[src/rtl/fp_mult_scheduler.sv]
// fp_mult_scheduler
// Round-robin scheduler that time-shares one multi-cycle floating-point
// multiplier among NUM_REQ requesters and returns the product tagged with the
// requester index.
//
// Ports
//   clk, reset                 clock, synchronous active-high reset
//   req_valid / req_ready      per-requester request and one-hot grant
//   req_a, req_b               packed operands, requester i at [32i+31:32i]
//   resp_valid / resp_ready    response handshake
//   resp_id, resp_result       served requester and its product
//   resp_exception/overflow/underflow  multiplier flags, passed through as-is
//   busy                       high in every state except IDLE
//   mult_a, mult_b, mult_reset operands and load/start strobe to the multiplier
//   mult_result, mult_*        product and flags from the multiplier
//
// state | meaning
// IDLE  | waiting for a request; issues at most one grant per visit
// LOAD  | mult_reset held high for START_CYCLES cycles to load operands
// RUN   | counting MULT_LATENCY cycles until the product is valid
// RESP  | captured result presented until resp_ready
module fp_mult_scheduler #(
  parameter int NUM_REQ      = 4,
  parameter int ID_W         = 2,
  parameter int START_CYCLES = 2,
  parameter int MULT_LATENCY = 32
) (
  input  logic                  clk,
  input  logic                  reset,
  input  logic [NUM_REQ-1:0]    req_valid,
  output logic [NUM_REQ-1:0]    req_ready,
  input  logic [32*NUM_REQ-1:0] req_a,
  input  logic [32*NUM_REQ-1:0] req_b,
  output logic                  resp_valid,
  input  logic                  resp_ready,
  output logic [ID_W-1:0]       resp_id,
  output logic [31:0]           resp_result,
  output logic                  resp_exception,
  output logic                  resp_overflow,
  output logic                  resp_underflow,
  output logic                  busy,
  output logic [31:0]           mult_a,
  output logic [31:0]           mult_b,
  output logic                  mult_reset,
  input  logic [31:0]           mult_result,
  input  logic                  mult_exception,
  input  logic                  mult_overflow,
  input  logic                  mult_underflow
);

  typedef enum logic [1:0] {IDLE, LOAD, RUN, RESP} state_t;

  state_t          state;
  state_t          state_nxt;
  logic [ID_W-1:0] rr_ptr;
  logic [ID_W-1:0] id_reg;
  logic [ID_W-1:0] grant_id;
  logic            grant_found;
  logic [7:0]      cnt;
  logic            load_done;
  logic            run_done;
  logic [31:0]     a_arr [NUM_REQ];
  logic [31:0]     b_arr [NUM_REQ];

  for (genvar gi = 0; gi < NUM_REQ; gi++) begin : g_unpack
    assign a_arr[gi] = req_a[32*gi +: 32];
    assign b_arr[gi] = req_b[32*gi +: 32];
  end

  assign load_done = (cnt == 8'(START_CYCLES - 1));
  assign run_done  = (cnt == 8'(MULT_LATENCY - 1));

  // First set request at or above rr_ptr, wrapping at NUM_REQ.
  always_comb begin : grant_search
    int              idx;
    logic [ID_W-1:0] idx_t;
    grant_found = 1'b0;
    grant_id    = '0;
    idx         = 0;
    idx_t       = '0;
    for (int i = 0; i < NUM_REQ; i++) begin
      idx = int'(rr_ptr) + i;
      if (idx >= NUM_REQ) idx = idx - NUM_REQ;
      idx_t = ID_W'(idx);
      if (!grant_found && req_valid[idx_t]) begin
        grant_found = 1'b1;
        grant_id    = idx_t;
      end
    end
  end

  always_ff @(posedge clk) begin
    if (reset) state <= IDLE;
    else       state <= state_nxt;
  end

  always_comb begin
    state_nxt  = state;
    req_ready  = '0;
    busy       = 1'b1;
    mult_reset = reset;
    case (state)
      IDLE: begin
        busy = 1'b0;
        if (grant_found && !reset) begin
          req_ready[grant_id] = 1'b1;
          state_nxt           = LOAD;
        end
      end
      LOAD: begin
        mult_reset = 1'b1;
        if (load_done) state_nxt = RUN;
      end
      RUN:  if (run_done) state_nxt = RESP;
      RESP: if (resp_ready) state_nxt = IDLE;
      default: state_nxt = IDLE;
    endcase
  end

  always_ff @(posedge clk) begin
    if (reset) begin
      rr_ptr         <= '0;
      id_reg         <= '0;
      cnt            <= '0;
      mult_a         <= '0;
      mult_b         <= '0;
      resp_valid     <= 1'b0;
      resp_id        <= '0;
      resp_result    <= '0;
      resp_exception <= 1'b0;
      resp_overflow  <= 1'b0;
      resp_underflow <= 1'b0;
    end else begin
      case (state)
        IDLE: begin
          if (grant_found) begin
            mult_a <= a_arr[grant_id];
            mult_b <= b_arr[grant_id];
            id_reg <= grant_id;
            cnt    <= '0;
            if (grant_id == ID_W'(NUM_REQ - 1)) rr_ptr <= '0;
            else                                rr_ptr <= grant_id + 1'b1;
          end
        end
        LOAD: begin
          if (load_done) cnt <= '0;
          else           cnt <= cnt + 1'b1;
        end
        RUN: begin
          if (run_done) begin
            resp_valid     <= 1'b1;
            resp_id        <= id_reg;
            resp_result    <= mult_result;
            resp_exception <= mult_exception;
            resp_overflow  <= mult_overflow;
            resp_underflow <= mult_underflow;
          end else begin
            cnt <= cnt + 1'b1;
          end
        end
        RESP: begin
          if (resp_ready) resp_valid <= 1'b0;
        end
        default: ;
      endcase
    end
  end

endmodule

[config.mk]
export PLATFORM = sky130hd
export DESIGN_NAME = fp_mult_scheduler
export DESIGN_NICKNAME = d
export VERILOG_FILES = /design/src/rtl/fp_mult_scheduler.sv
export SDC_FILE = /design/constraint.sdc
export NUM_CORES = 1
export LEC_CHECK = 0
export CORE_AREA = 2 2 156 158
export CTS_CLUSTER_DIAMETER = 40
export DETAILED_ROUTE_END_ITERATION = 10
export DIE_AREA = 0 0 158 160
export HOLD_SLACK_MARGIN = 0.08
export MAX_ROUTING_LAYER = met4
export SYNTH_ARGS = -nofsm -noshare
export SYNTH_HDL_FRONTEND = slang
export SYNTH_SLANG_ARGS = --single-unit
[constraint.sdc]
create_clock -name clk -period 4.9 [get_ports clk]
set_clock_uncertainty 0.05 [all_clocks]
set_input_delay 0.49 -clock clk [delete_from_list [all_inputs] [get_ports clk]]
set_output_delay 0.49 -clock clk [all_outputs]
set_load 0.02 [all_outputs]
==> metrics.txt, run 1 <==
postcts setup bufs=0; die area=25280 µm²; root buf cell=clkbuf_16; power per cell area=489.5 nW/µm²; vias in the first global route=7190; Via density=4.828; Port Buffers=405; Synth async-reset ratio=0%; Largest regs=mult_a x32, mult_b x32, resp_result x32; count of cell types in the netlist=46; placed cell count=1458; Num CTS Buffers=17; initial core utilization=25.94%; Arrival @ worst endpoint=3.22 ns; largest net degree at the start of global routing=64; cell taking the most area after synthesis=dfxtp_1; yosys warns=0; area delta synth->final=78.80%; headroom to the max-slew limit=15.64%; Lkg Pwr=4.227 nW; post-CTS sizing=0; MaxCap Viol Count=0; count leader, synth=nor2_1; Final Slew Violations=0; cells after synthesis=781; routed len/inst=18.17 µm; CTS sink count=116; Hold Fails Final Rpt=0; Clock Path Buffers=2; Final Setup Violations=0; Most used DFF post-synth=dfxtp_1; share of layout cells above drive strength 1=4.374%; Syn Nets=1087; Hold Path Class=flop to flop; standard-cell rows=57; Clock Pin Slew Worst Setup and Hold Paths=0.05 ns; Post-CTS Hold Buffers=0; wirelength, routed=27110 µm; global placer's final weighted congestion=0.8710; Final Cycle Share=76.82%; post-synth top area share=37.59%; PnR worst setup slack=1.136 ns; global-route wire length before repair=40230 µm; Post-synth top cells=126 x nor2_1, 116 x dfxtp_1, 92 x nand2_1; CTS tree=done; Core Area=23820 µm²; Final ANT Viol Nets=0; antenna violations before repair=2; dominant cells by area after synthesis=dfxtp_1 38%, mux2i_1 12%, a221oi_1 8.5%, nor2_1 7.7%, o31ai_1 7.3%; insertion delay to the later sink of the worst-skew pair=0.41 ns; Worst setup SP type=input port; first drt pass iteration count=4; Vias=7204; crit path kind=input port to output pin; Die Span X=158 µm; syn avg cell area=7.911 µm²; Req. time, crit path=4.36 ns; # DRC=0; outcome=completed; post-route non-filler standard cell count=1492; Max Fclk=265.7 MHz; Design Power=0.005408 W; Period minus WS final=3.764 ns; GRT Util Overall=21.41%; Worst Max-Slew Pin Slew=1.261 ns; Final Net Count=1459; die height=160 µm; 1st-iter DRT viols=319; DP Wirelength=19580 µm; Crit. End Element=output pin; top-level I/O count=406; RSZ-0062 raised after global routing=false; Clock H-tree levels=4; critical path fanouts, max=39; Hold Crit Depth=2; Max IR drop VDD=262.1 µV; gr ovfl total=0; Post-synth EDFFs=0; TNS Setup=0 ns; R2R depth=6; flops & latches, synth=116; Place WS=0.9669 ns; sequential-to-total area share from yosys stat=37.59%; synthesized area=6178 µm²
==> routing by layer <==
layer / wire length [µm] / part of all wire [%] / vias up / global-route usage (%)
met1: 10300 / 38 / 3336 / 22.56
met2: 13560 / 50 / 326 / 37.15
li1: - / - / 3501 / -
met4: 711 / 2.6 / 0 / 7.535
met5: 0 / 0 / - / -
met3: 2548 / 9.4 / 41 / 7.137
==> layout make-up <==
| class | count | area (µm²) |
|---|---|---|
| fill | 2391 | 12770 |
| timing repair buffer | 415 | 4126 |
| multi-input combinational | 531 | 3351 |
| sequential | 116 | 2322 |
| clock buffer | 20 | 436.7 |
| tap | 324 | 405.4 |
| inverter | 72 | 270.3 |
| clock inverter | 12 | 130.1 |
| antenna | 2 | 5.005 |
==> path summary, 6_finish.rpt <==
kind,from,to,slack [ns]
max,req_valid[2],req_ready[3],1.14
min,resp_result[27]$_SDFFE_PP0N_,resp_result[27]$_SDFFE_PP0N_,0.40
max reg2reg,rr_ptr[1]$_SDFFE_PP0P_,mult_a[0]$_SDFFE_PP0P_,1.61
min reg2reg,resp_result[27]$_SDFFE_PP0N_,resp_result[27]$_SDFFE_PP0N_,0.40
==> cell families after synthesis <==
| family | share of synthesized area [%] |
|---|---|
| AOI/OAI and AO/OA | 23.29 |
| adders and majority gates | 1.620 |
| buffers and inverters | 8.687 |
| DFF | 37.59 |
| muxes | 11.50 |
| and+or+nand+nor | 17.31 |
==> stage by stage <==
step                hold slack (ns)  utilization (%)  instance area [µm²]
CTS                          0.4005            46.35                11040
global placement             0.3873            43.98                10480
floorplan                    0.3811                -                 6178
finish                       0.3973            46.38                11050
detailed placement           0.3926            43.98                10480
global route                 0.4160            46.38                11050
==> layout by cell type, fill, tap and decap left out, types with 4 or more instances in the layout <==
cell type	n
dfxtp_1	116
a221oi_1	60
clkbuf_16	17
or3_1	5
o21ai_0	4
o22ai_1	4
o31ai_1	60
clkinv_2	4
buf_4	11
a21oi_1	48
inv_1	72
ha_1	8
clkdlybuf4s50_1	404
nand2_1	92
mux2i_1	71
nor2_1	126
a31oi_1	4
o221ai_1	4
nand3_1	7
==> critical path, cell delays in order <==
cell and delay (ns):
clkdlybuf4s50_1 0.56, nor2b_1 0.20, a221o_1 0.23, and2_4 0.66, ha_1 0.28, and3_1 0.15, clkdlybuf4s50_1 0.65
==> power breakdown <==
group          internal [W]  switching [W]  total, W
Sequential          0.00122       0.000157   0.00137
Combinational       0.00118        0.00163   0.00281
Clock              0.000749       0.000476   0.00122
Total               0.00315        0.00226   0.00541
Note: power is estimated with default switching activity, not from simulation.
==> inputs of run 2 (changes only) <==
--- a/config.mk
+++ b/config.mk
@@ -5,10 +5,10 @@
 export SDC_FILE = /design/constraint.sdc
 export NUM_CORES = 1
 export LEC_CHECK = 0
-export CORE_AREA = 2 2 156 158
+export CORE_AREA = 2 2 158 160
 export CTS_CLUSTER_DIAMETER = 40
 export DETAILED_ROUTE_END_ITERATION = 10
-export DIE_AREA = 0 0 158 160
+export DIE_AREA = 0 0 160 162
 export HOLD_SLACK_MARGIN = 0.08
 export MAX_ROUTING_LAYER = met4
 export SYNTH_ARGS = -nofsm -noshare
==> constraint.sdc (replaced) <==
create_clock -name clk -period 3.3 [get_ports clk]
set_clock_uncertainty 0.05 [all_clocks]
set_input_delay 0.33 -clock clk [delete_from_list [all_inputs] [get_ports clk]]
set_output_delay 0.33 -clock clk [all_outputs]
set_load 0.02 [all_outputs]
==> metrics.txt, run 2 (synthesis results as in run 1) <==
Clock Path Buffers=2; Period minus WS final=3.047 ns; fin area=11170 µm²; Pint=0.004821 W; share of layout cells above drive strength 1=5.200%; register cell area after layout=2322 µm²; routed len/inst=18.10 µm; critical path fanouts, max=6; Crit. End Element=output pin; Largest regs=mult_a x32, mult_b x32, resp_result x32; top-level I/O count=406; Via density=4.740; Logic pwr share=51.6%; die height=162 µm; Final Cycle Share=92.32%; Lkg Pwr=4.285 nW; DP Area=10540 µm²; vias in the first global route=7078; Worst setup SP type=input port; final core occ=46.33%; crit path kind=input port to output pin; die area=25920 µm²; area delta synth->final=80.74%; wirelength, routed=27190 µm; CTS sink count=116; Port Buffers=405; Clock Pin Slew Worst Setup and Hold Paths=0.06 ns; Post-CTS Hold Buffers=0; Req. time, crit path=2.92 ns; Die Span X=160 µm; Clk pwr share=23.7%; DP Wirelength=20070 µm; Fin Hold WS=0.3323 ns; 1st-iter DRT viols=319; Place WS=0.2311 ns; root buf cell=clkbuf_16; first drt pass iteration count=4; post-CTS sizing=0; multi-input logic area=3351 µm²; switch share=41.45%; # DRC=0; Max IR drop VDD=366.9 µV; crit path cell chain=clkdlybuf4s50_1 > a21boi_0 > o22ai_1 > nor2_1 > nor4_1 > clkdlybuf4s50_1; global-route wire length before repair=40880 µm; Hold Path Class=input port to flop; Final Setup Violations=0; most common cell after layout, fill and taps aside=clkdlybuf4s50_1; largest net degree at the start of global routing=64; fill cell count=2446; Worst Max-Slew Pin Slew=0.8352 ns; RSZ-0062 raised after global routing=false; Final Net Count=1466; gr ovfl total=0; Final ANT Viol Nets=0; initial core utilization=25.63%; global placer's final weighted congestion=0.8167; Vias=7119; outcome=completed; Crit path largest cell delay=0.69 ns; antenna violations before repair=5; most frequent cells in the layout=404 x clkdlybuf4s50_1, 126 x nor2_1, 116 x dfxtp_1; insertion delay to the later sink of the worst-skew pair=0.41 ns; Reg power frac=24.7%; headroom to the max-slew limit=44.32%; Num CTS Buffers=17; Core Area=24110 µm²; Max Fclk=328.2 MHz; CP max-delay cell=clkdlybuf4s50_1; power per cell area=737.4 nW/µm²; TNS Setup=0 ns; standard-cell rows=57; Final Slew Violations=0; Psw=0.003414 W; postcts setup bufs=0; PnR worst setup slack=0.2535 ns; cell mode on critical path=clkdlybuf4s50_1; Hold Fails Final Rpt=0; Clock H-tree levels=4; Arrival @ worst endpoint=2.67 ns; MaxCap Viol Count=0; GRT Util Overall=20.85%; CTS tree=done
[run 2: changes by cell type in the layout (fill, tap and decap cells not counted), sizes merged]
cell      delta
buf          +7
diode        +3
clkbuf       -2
clkinv       -2
inv          +2
bufinv       +1
clkinvlp     +1
[run 2: cell type report]
| type | instances | share of cell area (%) |
|---|---|---|
| timing repair buffer | 422 | 37.53 |
| multi-input combinational | 531 | 30.01 |
| sequential | 116 | 20.80 |
| clock inverter | 14 | 1.569 |
| antenna | 5 | 0.1120 |
| clock buffer | 18 | 3.933 |
| inverter | 72 | 2.420 |
| tap | 324 | 3.630 |
[run 2: power groups by stage]
stage / sequential (W) / combinational [W] / clock (W)
2_1_floorplan: 0.00247 / 0.00197 / 0
3_3_place_gp: 0.00205 / 0.00427 / 0
3_5_place_dp: 0.00206 / 0.00426 / 0
4_1_cts: 0.00204 / 0.00428 / 0.00201
5_1_grt: 0.00209 / 0.00459 / 0.00208
6_report: 0.00204 / 0.00425 / 0.00195
[run 2: final timing paths]
| kind | cells past startpoint | end | slack, ns | from |
|---|---|---|---|---|
| worst max register to register | 8 | cnt[7]$_SDFFE_PP0P_ | 0.76 | state[0]$_SDFFE_PP0P_ |
| worst min-delay path | 2 | id_reg[1]$_SDFFE_PP0P_ | 0.33 | reset |
| worst max-delay path | 6 | req_ready[0] | 0.25 | req_valid[0] |
| worst min register to register | 2 | resp_result[3]$_SDFFE_PP0N_ | 0.40 | resp_result[3]$_SDFFE_PP0N_ |
[run 2: layer usage]
| metal | track usage [%] | share of wire [%] | vias to the layer above |
|---|---|---|---|
| li1 | - | - | 3531 |
| met1 | 23.61 | 41 | 3268 |
| met2 | 36.05 | 50 | 297 |
| met3 | 6.256 | 8.0 | 23 |
| met4 | 5.446 | 1.5 | 0 |
| met5 | - | 0 | - |
[run 2: critical path, delay by kind of cell]
kind	cells	cell delay, ns
buf+inv	2	1.26
simple gates	2	0.53
compound gates	2	0.54
[run 2: stage by stage]
stage	instances	power (W)
global placement	1465	0.006314
CTS	1497	0.008329
detailed placement	1465	0.006319
finish	1502	0.008235
global route	1502	0.008757
floorplan	781	0.004441
